<file path="src/rtl/pc_ctrl.sv">
// pc_ctrl: program-counter and sequencing stage of the 9-bit RISC core.
// Owns the IDLE/RUN/HALT sequencer, the fetch address and a saturating
// run-cycle counter for the test harness.
//
// Optional feature macro: PC_OOB_EN
//   defined   : a taken branch whose full-precision target leaves
//               [0, 2^PC_W-1] halts the core with oob_err=1 and pc held.
//   undefined : branch targets wrap modulo 2^PC_W and oob_err is tied to 0.
//
// Ports:
//   clk        core clock, all state updates on posedge
//   reset      synchronous active-high reset
//   start      begin execution from START_ADDR (honoured in IDLE/HALT)
//   stall      freeze pc, state and counter for this RUN cycle
//   halt_req   decoded halt instruction at the current pc
//   branch_en  decoded taken branch at the current pc
//   bamt       signed 8-bit branch offset (register r1)
//   pc         current fetch address
//   running    high while in RUN
//   done       high while in HALT
//   cycle_cnt  non-stalled RUN cycles since the last start (saturating)
//   oob_err    branch-target-out-of-range flag
//
// PC_W must be at least 8 so that the full bamt range is representable.

module pc_ctrl #(
  parameter int unsigned PC_W       = 10,
  parameter int unsigned START_ADDR = 0,
  parameter int unsigned CNT_W      = 16
) (
  input  logic             clk,
  input  logic             reset,
  input  logic             start,
  input  logic             stall,
  input  logic             halt_req,
  input  logic             branch_en,
  input  logic [7:0]       bamt,
  output logic [PC_W-1:0]  pc,
  output logic             running,
  output logic             done,
  output logic [CNT_W-1:0] cycle_cnt,
  output logic             oob_err
);

  localparam logic [PC_W-1:0]  START_PC = PC_W'(START_ADDR);
  localparam logic [CNT_W-1:0] CNT_MAX  = '1;

  typedef enum logic [1:0] {
    S_IDLE = 2'd0,
    S_RUN  = 2'd1,
    S_HALT = 2'd2
  } state_t;

  state_t           state, state_nxt;
  logic [PC_W-1:0]  pc_nxt;
  logic [CNT_W-1:0] cnt_nxt;
  logic [CNT_W-1:0] cnt_inc;
  logic [PC_W-1:0]  pc_seq;
  logic [PC_W-1:0]  pc_br;

  // Sequential successor, wraps naturally at 2^PC_W.
  assign pc_seq = pc + PC_W'(1);

  // Counter increment that sticks at all-ones instead of wrapping.
  assign cnt_inc = (cycle_cnt == CNT_MAX) ? cycle_cnt : cycle_cnt + CNT_W'(1);

`ifdef PC_OOB_EN
  localparam int unsigned TGT_W = PC_W + 2;

  logic [TGT_W-1:0] br_target;
  logic             br_oob;
  logic             oob_nxt;

  // Two guard bits hold the full-precision target: the top bit flags a
  // negative result, the next one a result above 2^PC_W-1.
  assign br_target = TGT_W'(pc) + TGT_W'($signed(bamt));
  assign br_oob    = br_target[TGT_W-1] | br_target[PC_W];
  assign pc_br     = br_target[PC_W-1:0];
`else
  // Sign-extend the offset to PC_W bits; the add wraps modulo 2^PC_W.
  assign pc_br = pc + PC_W'($signed(bamt));
`endif

  // Next-state, next-pc and counter decode.
  always_comb begin
    state_nxt = state;
    pc_nxt    = pc;
    cnt_nxt   = cycle_cnt;
`ifdef PC_OOB_EN
    oob_nxt   = oob_err;
`endif

    case (state)
      S_IDLE: begin
        pc_nxt = START_PC;
        if (start) begin
          state_nxt = S_RUN;
          cnt_nxt   = '0;
`ifdef PC_OOB_EN
          oob_nxt   = 1'b0;
`endif
        end
      end

      S_RUN: begin
        // One action per cycle; stall beats halt beats branch beats step.
        if (stall) begin
          state_nxt = S_RUN;
        end else if (halt_req) begin
          state_nxt = S_HALT;
          cnt_nxt   = cnt_inc;
        end else if (branch_en) begin
          cnt_nxt = cnt_inc;
`ifdef PC_OOB_EN
          if (br_oob) begin
            state_nxt = S_HALT;
            oob_nxt   = 1'b1;
          end else begin
            pc_nxt = pc_br;
          end
`else
          pc_nxt = pc_br;
`endif
        end else begin
          pc_nxt  = pc_seq;
          cnt_nxt = cnt_inc;
        end
      end

      S_HALT: begin
        if (start) begin
          state_nxt = S_RUN;
          pc_nxt    = START_PC;
          cnt_nxt   = '0;
`ifdef PC_OOB_EN
          oob_nxt   = 1'b0;
`endif
        end
      end

      default: begin
        state_nxt = S_IDLE;
        pc_nxt    = START_PC;
        cnt_nxt   = '0;
      end
    endcase
  end

  // State, pc, counter and status flags; running/done are registered
  // copies of the next-state decode so they track state exactly.
  always_ff @(posedge clk) begin
    if (reset) begin
      state     <= S_IDLE;
      pc        <= START_PC;
      cycle_cnt <= '0;
      running   <= 1'b0;
      done      <= 1'b0;
    end else begin
      state     <= state_nxt;
      pc        <= pc_nxt;
      cycle_cnt <= cnt_nxt;
      running   <= (state_nxt == S_RUN);
      done      <= (state_nxt == S_HALT);
    end
  end

`ifdef PC_OOB_EN
  // Sticky out-of-range flag, cleared only by reset or start.
  always_ff @(posedge clk) begin
    if (reset) begin
      oob_err <= 1'b0;
    end else begin
      oob_err <= oob_nxt;
    end
  end
`else
  assign oob_err = 1'b0;
`endif

endmodule
</file>
<file path="config.mk">
export PLATFORM = sky130hd
export DESIGN_NAME = pc_ctrl
export DESIGN_NICKNAME = d
export VERILOG_FILES = /design/src/rtl/pc_ctrl.sv
export SDC_FILE = /design/constraint.sdc
export NUM_CORES = 1
export LEC_CHECK = 0
export ABC_AREA = 1
export CORE_MARGIN = 2
export CORE_UTILIZATION = 55
export DETAILED_ROUTE_END_ITERATION = 16
export PLACE_DENSITY = 0.95
export SETUP_SLACK_MARGIN = 0.4
export SLEW_MARGIN = 40
export SYNTH_ARGS = -nofsm -noshare
export SYNTH_HDL_FRONTEND = slang
export SYNTH_SLANG_ARGS = --single-unit
export TNS_END_PERCENT = 20
</file>
<file path="constraint.sdc">
create_clock -name clk -period 4 [get_ports clk]
set_input_delay 0.6 -clock clk [delete_from_list [all_inputs] [get_ports clk]]
set_output_delay 0.6 -clock clk [all_outputs]
set_load 0.02 [all_outputs]
</file>
==> summary.md <==
| Metric | Value |
|---|---|
| Post-synth EDFFs | 0 |
| Root Driver | clkbuf_8 |
| Largest net degree at the start of global routing | 25 |
| VDD IR max | 143 uV |
| Rel. slew slack | 0.585 |
| Drt first pass iters | 4 |
| Die Y | roughly 65 microns |
| Mean area per synthesized cell | around 6.3 sq um |
| Clock sink count | 30 |
| Number of remaining DRC errors | 0 |
| Setup TNS | 0 ns |
| Cell family with most CP delay | buffers and inverters |
| Layout area overhead | 25.4% |
| WP data arrival | 2.67 ns |
| Fraction of registers with async set/reset | 0 |
| Crit path largest cell delay | 0.57 ns |
| Final period utilization | 0.613 |
| CP endpoint kind | register |
| CTS Buf Count | 5 |
| Nets@finish | 392 |
| Flops & latches, synth | 30 |
| Area share of the largest cell type after synthesis | 0.292 |
| Final antenna-violating net count | 0 |
| Starting Density | 0.566 |
| Vias in the first global route | 2131 |
| Area of the core | 3630 sq um |
| Initial antenna violation count | 0 |
| WL final | 4890 microns |
| GRT Total Usage | 0.254 |
| Placed cells | 408 |
| Worst Max-Slew Pin Slew | 0.620 ns |
| Slowest CP cell | clkdlybuf4s50_1 |
| Yosys warning count | 0 |
| Commonest cells after routing, fill and taps aside | nand2_1 (98), nor2_1 (44), inv_1 (42), clkdlybuf4s50_1 (41), dfxtp_1 (30) |
| Pwr/cell area | around 270 nW/um^2 |
| Vias per std cell | 5.23 |
| Leakage power total | 1.23 nW |
| First-pass GRT wire length | roughly 8500 microns |
| Mapped Area | between 2000 and 2500 sq um |
| # hold bufs at CTS | 0 |
| Clk pin slew, worst setup/hold paths | approximately 0.06 ns |
| Synth Net Count | 350 |
| HP Class | register to register |
| CP Buf/Inv Count | 3 |
| Fin cells | 416 |
| Htree depth | 2 |
| Min Hold Slack | approximately 0.5 ns |
| Min cycle time layout | 2.45 ns |
| Total congestion overflow | 0 |
| WP data required | 4.22 ns |
| Final Hold Viols | 0 |
| Critical-path cell list | clkdlybuf4s50_1 -> nand2_1 -> ha_1 -> inv_1 -> fa_1 -> inv_1 -> nand3_1 -> nand3_1 -> nand3_1 -> nand3_1 -> nand3_1 -> a21oi_1 |
| Layout cell share with drive strength beyond 1 | 0.0543 |
| Status | finished, final reports clean |
| Combinational Power Share | 0.181 |
| Pins Over Slew Limit | 0 |
| Startpoint Class | input port |
| Synth top area cells | dfxtp_1 (29%), nand2_1 (18%), nor2_1 (8.0%) |
| Reg power frac | 0.449 |
| RSZ-0062 raised after global routing | false |
| Max-Cap Viols | 0 |
| Row cnt | 22 |
| Crit Path Category | input port to register |
| Endpoints failing setup | 0 |
| Die area | 4250 sq um |
| Most used cell, CP | nand3_1 |
| Cts repair resizes | 0 |
| Post-CTS Setup Repair Bufs | 0 |
| Routability cong. | 0.912 |
| Synth Instances | approximately 330 |
| Max Freq | between 0.4 and 0.5 GHz |
| Iter 0 DRT Violations | 137 |
| Post-detail-place hpwl | 3560 microns |
| CTS Buffer Depth | 2 |
| Crit path max fanout | 8 |
| Wire length per cell | 11.8 microns |
| Switching Share | 0.292 |
| Total vias in the final route | roughly 2200 |
| CTS tree | built |
| Worst-Skew Late Latency | ~0.29 ns |
| Clk pwr share | 0.370 |
| Top_reg_cell synth | dfxtp_1 |
| IO Pins | 43 |
| Int Pwr | roughly 0.50 mW |
| Number of diodes | 0 |
| Switching pwr | 0.204 mW |
| Die width | 65.2 microns |
| Commonest non-fill, non-tap cell in the layout | nand2_1 |
| Post-synth cell types | 31 |
| Setup Skew | 0.00457 ns |
| Seq/Total Area, Yosys | 0.292 |
| Largest area contributor in the netlist | dfxtp_1 |
| IO buf count | 41 |
[kinds of logic after synthesis]
logic type	count (synthesis)	synth area share
AND/OR/NAND/NOR	191	0.416
buffers and inverters	52	0.106
AO/OA/AOI/OAI	32	0.0802
flip-flops	30	0.292
adder cells (fa/ha/maj)	11	0.0705
XOR/XNOR	8	0.0340
other	1	0.00182
[synthesized netlist by cell type (2+ instances only)]
cell type / instances
nand3b_1: 2
a21oi_1: 27
inv_1: 42
nor3_1: 2
xor2_1: 8
buf_4: 2
ha_1: 10
dfxtp_1: 30
o21ai_0: 2
clkbuf_1: 3
nand3_1: 24
nand2_4: 3
nor2_4: 2
nor2_1: 44
nand4_1: 10
nand2_1: 98
inv_2: 2
[state kept, by name, indices dropped and copies added, names as in the netlist]
| register | count |
|---|---|
| cycle_cnt | 16 |
| pc | 10 |
| done | 1 |
| running | 1 |
| state | 2 |
[worst register-to-register path: cells and delay by family (launching register included)]
| family | cells | cell delay (ns) |
|---|---|---|
| DFF | 1 | 0.38 |
| adders and majority gates | 2 | 0.61 |
| buffers and inverters | 2 | 0.13 |
| AOI/OAI and AO/OA | 1 | 0.16 |
| and+or+nand+nor | 5 | 0.47 |
[power by group through the flow]
stage	clock network (mW)	logic (mW)	registers, mW
2_1_floorplan	0	0.0751	0.329
3_3_place_gp	0	0.122	0.321
3_5_place_dp	0	0.125	0.321
4_1_cts	0.264	0.126	0.314
5_1_grt	0.281	0.140	0.315
6_report	0.259	0.127	0.314
[final cells by class]
type,count,area [sq um]
multi-input cells,243,1240
repair buffers,42,418
flip-flops and latches,30,601
clock inverters,1,5.00
clock buffers,7,86.3
well taps,48,60.1
inverters,45,171
fillers,314,1050
[stage by stage]
stage          cell area, sq um  setup slack, ns  total power, mW  utilization
3_5_place_dp               2490             1.24            0.446        0.685
6_report                   2580             1.55            0.700        0.710
5_1_grt                    2580             1.40            0.736        0.710
4_1_cts                    2580             1.55            0.704        0.710
2_1_floorplan              2060             1.91            0.404            -
3_3_place_gp               2490             1.35            0.443        0.685
[path summary, 6_finish.rpt]
kind	startpoint	end	slack, ns	cells past startpoint
min reg2reg	pc[4]	pc[4]	0.49	2
max	branch_en	pc[6]	1.55	12
max reg2reg	pc[0]	pc[6]	2.18	10
min	pc[4]	pc[4]	0.49	2
[per-layer routing]
layer	GRT usage	vias up	routed length, microns
li1	-	1103	-
met1	0.266	984	1970
met2	0.468	81	2510
met3	0.0702	9	329
met4	0.117	0	83
met5	0	-	0
(Power assumes the default switching activity.)
